**src/rtl/alu_pkg.sv**
```systemverilog
// Shared encodings and sizing helpers for the multicycle ALU.
package alu_pkg;

  localparam logic [2:0] OP_ADD  = 3'b000;
  localparam logic [2:0] OP_ADC  = 3'b001;
  localparam logic [2:0] OP_NAND = 3'b010;
  localparam logic [2:0] OP_SUB  = 3'b011;
  localparam logic [2:0] OP_MUL  = 3'b100;

  typedef enum logic {
    S_IDLE = 1'b0,
    S_MUL  = 1'b1
  } state_e;

  // Iteration counter width; one spare bit so WIDTH-1 always fits.
  function automatic int cnt_width(input int w);
    return $clog2(w) + 1;
  endfunction

endpackage

```
**src/rtl/alu_mul_seq.sv**
```systemverilog
// Iterative shift-add multiplier: one multiplier bit consumed per step.
module alu_mul_seq
  import alu_pkg::*;
#(
  parameter int WIDTH = 16
) (
  input  logic               clk,
  input  logic               rst,
  input  logic               i_load,
  input  logic               i_step,
  input  logic [WIDTH-1:0]   i_a,
  input  logic [WIDTH-1:0]   i_b,
  output logic [2*WIDTH-1:0] o_prod_nxt,
  output logic               o_last
);

  localparam int CNT_W = cnt_width(WIDTH);

  logic [WIDTH-1:0]   r_mcand;
  logic [2*WIDTH-1:0] r_prod;
  logic [CNT_W-1:0]   r_cnt;
  logic [WIDTH:0]     w_sum;

  // Upper half accumulates the multiplicand; lower half holds the unconsumed
  // multiplier bits and shifts out one per step as product bits shift in.
  assign w_sum      = {1'b0, r_prod[2*WIDTH-1:WIDTH]} +
                      (r_prod[0] ? {1'b0, r_mcand} : {(WIDTH+1){1'b0}});
  assign o_prod_nxt = {w_sum, r_prod[WIDTH-1:1]};
  assign o_last     = (r_cnt == CNT_W'(WIDTH-1));

  always_ff @(posedge clk) begin
    if (rst) begin
      r_mcand <= '0;
      r_prod  <= '0;
      r_cnt   <= '0;
    end else if (i_load) begin
      r_mcand <= i_a;
      r_prod  <= {{WIDTH{1'b0}}, i_b};
      r_cnt   <= '0;
    end else if (i_step) begin
      r_prod  <= o_prod_nxt;
      r_cnt   <= r_cnt + 1'b1;
    end
  end

endmodule

```
**src/rtl/alu_mc.sv**
```systemverilog
// Multicycle ALU: single-cycle ADD/ADC/NAND/SUB, optional iterative MUL,
// registered result and flags, start/busy/done handshake.
module alu_mc
  import alu_pkg::*;
#(
  parameter int WIDTH  = 16,
  parameter int MUL_EN = 1
) (
  input  logic             clk,
  input  logic             rst,
  input  logic             start,
  input  logic [2:0]       op,
  input  logic [WIDTH-1:0] a,
  input  logic [WIDTH-1:0] b,
  input  logic             flag_we,
  output logic             busy,
  output logic             done,
  output logic [WIDTH-1:0] result,
  output logic             zero,
  output logic             carry,
  output logic             err
);

  state_e             r_state, w_state_nxt;
  logic [WIDTH-1:0]   r_result;
  logic               r_zero, r_carry, r_done, r_err, r_fwe;
  logic               w_load, w_step, w_last, w_mul_ok;
  logic [2*WIDTH-1:0] w_prod_nxt;
  logic               w_cin;
  logic [WIDTH:0]     w_sum, w_diff;
  logic [WIDTH-1:0]   w_sc_res;
  logic               w_sc_c, w_sc_cwr, w_sc_ok;

  assign w_mul_ok = (MUL_EN != 0) && (op == OP_MUL);

  generate
    if (MUL_EN != 0) begin : g_mul
      alu_mul_seq #(.WIDTH(WIDTH)) u_mul (
        .clk        (clk),
        .rst        (rst),
        .i_load     (w_load),
        .i_step     (w_step),
        .i_a        (a),
        .i_b        (b),
        .o_prod_nxt (w_prod_nxt),
        .o_last     (w_last)
      );
    end else begin : g_nomul
      assign w_prod_nxt = '0;
      assign w_last     = 1'b0;
    end
  endgenerate

  always_ff @(posedge clk) begin
    if (rst) r_state <= S_IDLE;
    else     r_state <= w_state_nxt;
  end

  always_comb begin
    w_state_nxt = r_state;
    w_load      = 1'b0;
    w_step      = 1'b0;
    if (r_state == S_IDLE) begin
      if (start && w_mul_ok) begin
        w_state_nxt = S_MUL;
        w_load      = 1'b1;
      end
    end else begin
      w_step = 1'b1;
      if (w_last) w_state_nxt = S_IDLE;
    end
  end

  // ADC uses the flag as it stands at the accepting edge.
  assign w_cin  = (op == OP_ADC) & r_carry;
  assign w_sum  = {1'b0, a} + {1'b0, b} + {{WIDTH{1'b0}}, w_cin};
  assign w_diff = {1'b0, a} - {1'b0, b};

  always_comb begin
    w_sc_res = '0;
    w_sc_c   = 1'b0;
    w_sc_cwr = 1'b0;
    w_sc_ok  = 1'b1;
    case (op)
      OP_ADD, OP_ADC: begin
        w_sc_res = w_sum[WIDTH-1:0];
        w_sc_c   = w_sum[WIDTH];
        w_sc_cwr = 1'b1;
      end
      OP_NAND: w_sc_res = ~(a & b);
      OP_SUB: begin
        w_sc_res = w_diff[WIDTH-1:0];
        w_sc_c   = w_diff[WIDTH];
        w_sc_cwr = 1'b1;
      end
      default: w_sc_ok = 1'b0;
    endcase
  end

  always_ff @(posedge clk) begin
    if (rst) begin
      r_result <= '0;
      r_zero   <= 1'b0;
      r_carry  <= 1'b0;
      r_done   <= 1'b0;
      r_err    <= 1'b0;
      r_fwe    <= 1'b0;
    end else begin
      r_done <= 1'b0;
      r_err  <= 1'b0;
      if (r_state == S_IDLE) begin
        if (start) begin
          if (w_mul_ok) begin
            r_fwe <= flag_we;
          end else if (w_sc_ok) begin
            r_result <= w_sc_res;
            r_done   <= 1'b1;
            if (flag_we) begin
              r_zero <= (w_sc_res == '0);
              if (w_sc_cwr) r_carry <= w_sc_c;
            end
          end else begin
            r_result <= '0;
            r_done   <= 1'b1;
            r_err    <= 1'b1;
          end
        end
      end else if (w_last) begin
        r_result <= w_prod_nxt[WIDTH-1:0];
        r_done   <= 1'b1;
        if (r_fwe) begin
          r_zero  <= (w_prod_nxt[WIDTH-1:0] == '0);
          r_carry <= |w_prod_nxt[2*WIDTH-1:WIDTH];
        end
      end
    end
  end

  assign busy   = (r_state == S_MUL);
  assign done   = r_done;
  assign result = r_result;
  assign zero   = r_zero;
  assign carry  = r_carry;
  assign err    = r_err;

endmodule

```
**config.mk**
```make
export PLATFORM = sky130hd
export DESIGN_NAME = alu_mc
export DESIGN_NICKNAME = d
export VERILOG_FILES = /design/src/rtl/alu_pkg.sv /design/src/rtl/alu_mul_seq.sv /design/src/rtl/alu_mc.sv
export SDC_FILE = /design/constraint.sdc
export NUM_CORES = 1
export LEC_CHECK = 0
export BUFFER_PORTS_ARGS = -buffer_cell sky130_fd_sc_hd__buf_2
export CELL_PAD_IN_SITES_DETAIL_PLACEMENT = 1
export CELL_PAD_IN_SITES_GLOBAL_PLACEMENT = 1
export CORE_MARGIN = 1
export CORE_UTILIZATION = 48
export DETAILED_ROUTE_END_ITERATION = 10
export PLACE_DENSITY = 0.86
export SETUP_SLACK_MARGIN = 0.5
export SYNTH_ARGS = -nofsm -noshare
export SYNTH_HDL_FRONTEND = slang
export SYNTH_SLANG_ARGS = --single-unit
```
**constraint.sdc**
```tcl
create_clock -name clk -period 7.5 [get_ports clk]
set_input_delay 0.75 -clock clk [delete_from_list [all_inputs] [get_ports clk]]
set_output_delay 0.75 -clock clk [all_outputs]
set_load 0.02 [all_outputs]
```
==> metrics <==
drt drc 7; Die ar. 12,600 sq um; yosys warns 0; final setup violation count 0; Register Area 1500 sq um; DRT Wirelength 19,600 um; pre-CTS WS 2.78 ns; Critical Path Stages 14; endpoint class of the critical path flip-flop; Core Area 11,600 sq um; clock slew at reported path FFs 0.05 ns; multi-input logic area 3990 sq um; initial antenna violation count 0; share of post-route cells with drive strength above 1 12.2%; HP Start g_mul.u_mul.r_mcand[12]; Tot GR Track Use 31.9%; global-route wire length before repair 31,800 um; adder-cell share of the synthesized area 12.1%; TritonRoute pass-1 iters 8; vias in the first global route 6,107; simple-gate share of the synthesized area 21.5%; Relative slew margins 33.7%; CP bufs+invs 1; clk_skew 0.00560 ns; DIE HEIGHT 112 um; number of synthesized flops with an enable pin 0; Final #Nets 883; GPL Wtd Cong 0.854; Chip Width 112 um; Hold WC Path Type reg2reg; critical setup path kind in2reg; fin crit share 59.2%; Avg Cell Area, Syn 7.65 sq um; power per cell area 184 nW/um^2; Worst Hold Path Cells 2; Syn-to-layout area delta 11.7%; First DRT Iteration DRCs 482; Ports 60; Clk Latency, worst-skew pair 0.33 ns; setup TNS 0 ns; distinct cell type count of the synthesized netlist 76; CTS sink count 75; Post-CTS Hold Buffers 0; TritonCTS Buffers 9; mux share of post-synthesis cell area 3.50%; Cells after Synth 762; largest family of logic cells by synthesized area compound AO/OA/AOI/OAI gates; critical path's top delay family compound AO/OA/AOI/OAI gates; CP Cell Sequence buf_2, nor2_1, nand3_1, fa_1, fa_1, o21bai_1, a21oi_1, a211oi_1, o21ai_1, o41ai_1, a21oi_1, o31a_1, a311oi_1, o31a_1; r2r worst-path depth 10; fin worst setup slack 3.06 ns; PostCTS Resize Cnt 0; CTS root buffer clkbuf_16; post-synthesis sequential area ratio 25.8%; Slew @ Worst Pin 0.991 ns; HPWL Detailed 14,500 um; CTS tree yes; Hold Fails Final Rpt 0; outcome finished, violations left; commonest cells after routing, fill and taps aside nand2_1 (82), a21oi_1 (81), dfxtp_1 (74); RSZ-0062 raised after global routing no; compound-gate portion of the synthesized area 27.4%; Mapped Nets 855; Post-CTS Setup Inserts 0; Synth Register Bits 75; I/O Buffers 59; DRT antenna net count 0; most common cell after layout, fill and taps aside nand2_1; CP startpoint op[1]; max-slew violations 0; filler instances 1,484; max-cap violation count 0; Pleak 2.77 nW; asr flop ratio synth 0%; failing checks DRC; CP Data Arrival Time 4.71 ns; WL per Instance 20.9 um; n_diodes 0; Slowest Stage Delay on Critical Path 0.79 ns; CTS H-tree lvls 3; drt via density 6.39; Critical Path RT 7.77 ns; pin count of the biggest net entering global routing 57; worst vdd ir 0.152 mV; R2R Path Start busy; Synth Area in XOR/XNOR 3.91%; DR vias 5,998; synthesized area 5830 sq um; Power, Total 0.00119 W; gr ovfl total 0; # rows 39; Final Critical Period 4.44 ns; fmax 225 MHz; Primary FF master, synth dfxtp_1; Initial Util 50.2%; Setup crit start kind primary input; Worst path slowest cell nor2_1; Max clock buf depth 2; Critical Path Fanout Max 15
## flip-flops by register name (all words and copies together), names as in the netlist
| register | flops |
|---|---|
| g_mul.u_mul.r_prod | 32 |
| g_mul.u_mul.r_mcand | 16 |
| result | 16 |
| g_mul.u_mul.r_cnt | 5 |
| busy | 1 |
| carry | 1 |
| done | 1 |
| err | 1 |
| r_fwe | 1 |
| zero | 1 |
## layout make-up
cell class / instances / area share [%]
clock buffer: 11 / 3.73
clock inverter: 5 / 1.54
inverter: 41 / 2.37
multi-input combinational: 599 / 61.4
sequential: 75 / 23.1
tap: 143 / 2.75
timing repair buffer: 64 / 5.12
## Yosys cell counts, types with 8 or more instances
cell / n / area (sq um)
nand2_1: 82 / 308
a21oi_1: 81 / 405
dfxtp_1: 75 / 1500
nor2_1: 73 / 274
ha_1: 50 / 626
inv_1: 40 / 150
clkbuf_1: 38 / 143
o21ai_0: 30 / 150
a211oi_1: 18 / 135
mux2i_1: 17 / 170
nor3_1: 16 / 80.1
xnor2_1: 16 / 140
and2_1: 15 / 93.8
a21o_1: 12 / 90.1
a22oi_1: 10 / 75.1
xor2_1: 10 / 87.6
nand2b_1: 9 / 56.3
a222oi_1: 8 / 80.1
nor4_1: 8 / 50.1
o21bai_1: 8 / 60.1
## through the flow
stage | std cells | utilization, % | cell area (sq um) | hold WS [ns]
floorplan | 762 | - | 5830 | 0.432
global route | 938 | 56.0 | 6500 | 0.471
global placement | 922 | 53.1 | 6160 | 0.443
CTS | 938 | 56.0 | 6500 | 0.453
detailed placement | 922 | 53.1 | 6160 | 0.445
finish | 938 | 56.0 | 6500 | 0.452
## where the power goes
group | switching [W] | internal (W)
combinational | 0.000178 | 0.0000975
clock | 0.000162 | 0.000333
sequential | 0.0000118 | 0.000412
## routing by layer
metal / track usage (%) / share of wire [%]
met5: 0 / 0
met2: 54.7 / 48
met1: 40.4 / 44
met4: 11.5 / 3.1
met3: 5.18 / 4.9
## kinds of logic (layout without fill, tap and decap cells)
group | after synthesis | after routing
and+or+nand+nor | 258 | 258
AOI/OAI and AO/OA | 241 | 241
buffers and inverters | 88 | 121
DFF | 75 | 75
adders and majority gates | 54 | 54
xor gates and xnor gates | 26 | 26
muxes | 20 | 20
## worst register-to-register path, cell delays in order (launching register included)
cell and delay (ns):
dfxtp_2 0.77, buf_4 0.51, or4b_1 0.24, o211ai_2 0.31, nor2_2 0.23, o21a_1 0.28
nand4bb_1 0.16, or4b_1 0.50, or4_1 0.45, or4_1 0.48, o31a_1 0.27
## final timing paths
check,endpoint,slack (ns)
worst max-delay path,carry,3.06
worst min register to register,g_mul.u_mul.r_mcand[12],0.45
worst max register to register,carry,3.19
worst min-delay path,g_mul.u_mul.r_mcand[12],0.45
Note: power is estimated with default switching activity, not from simulation.
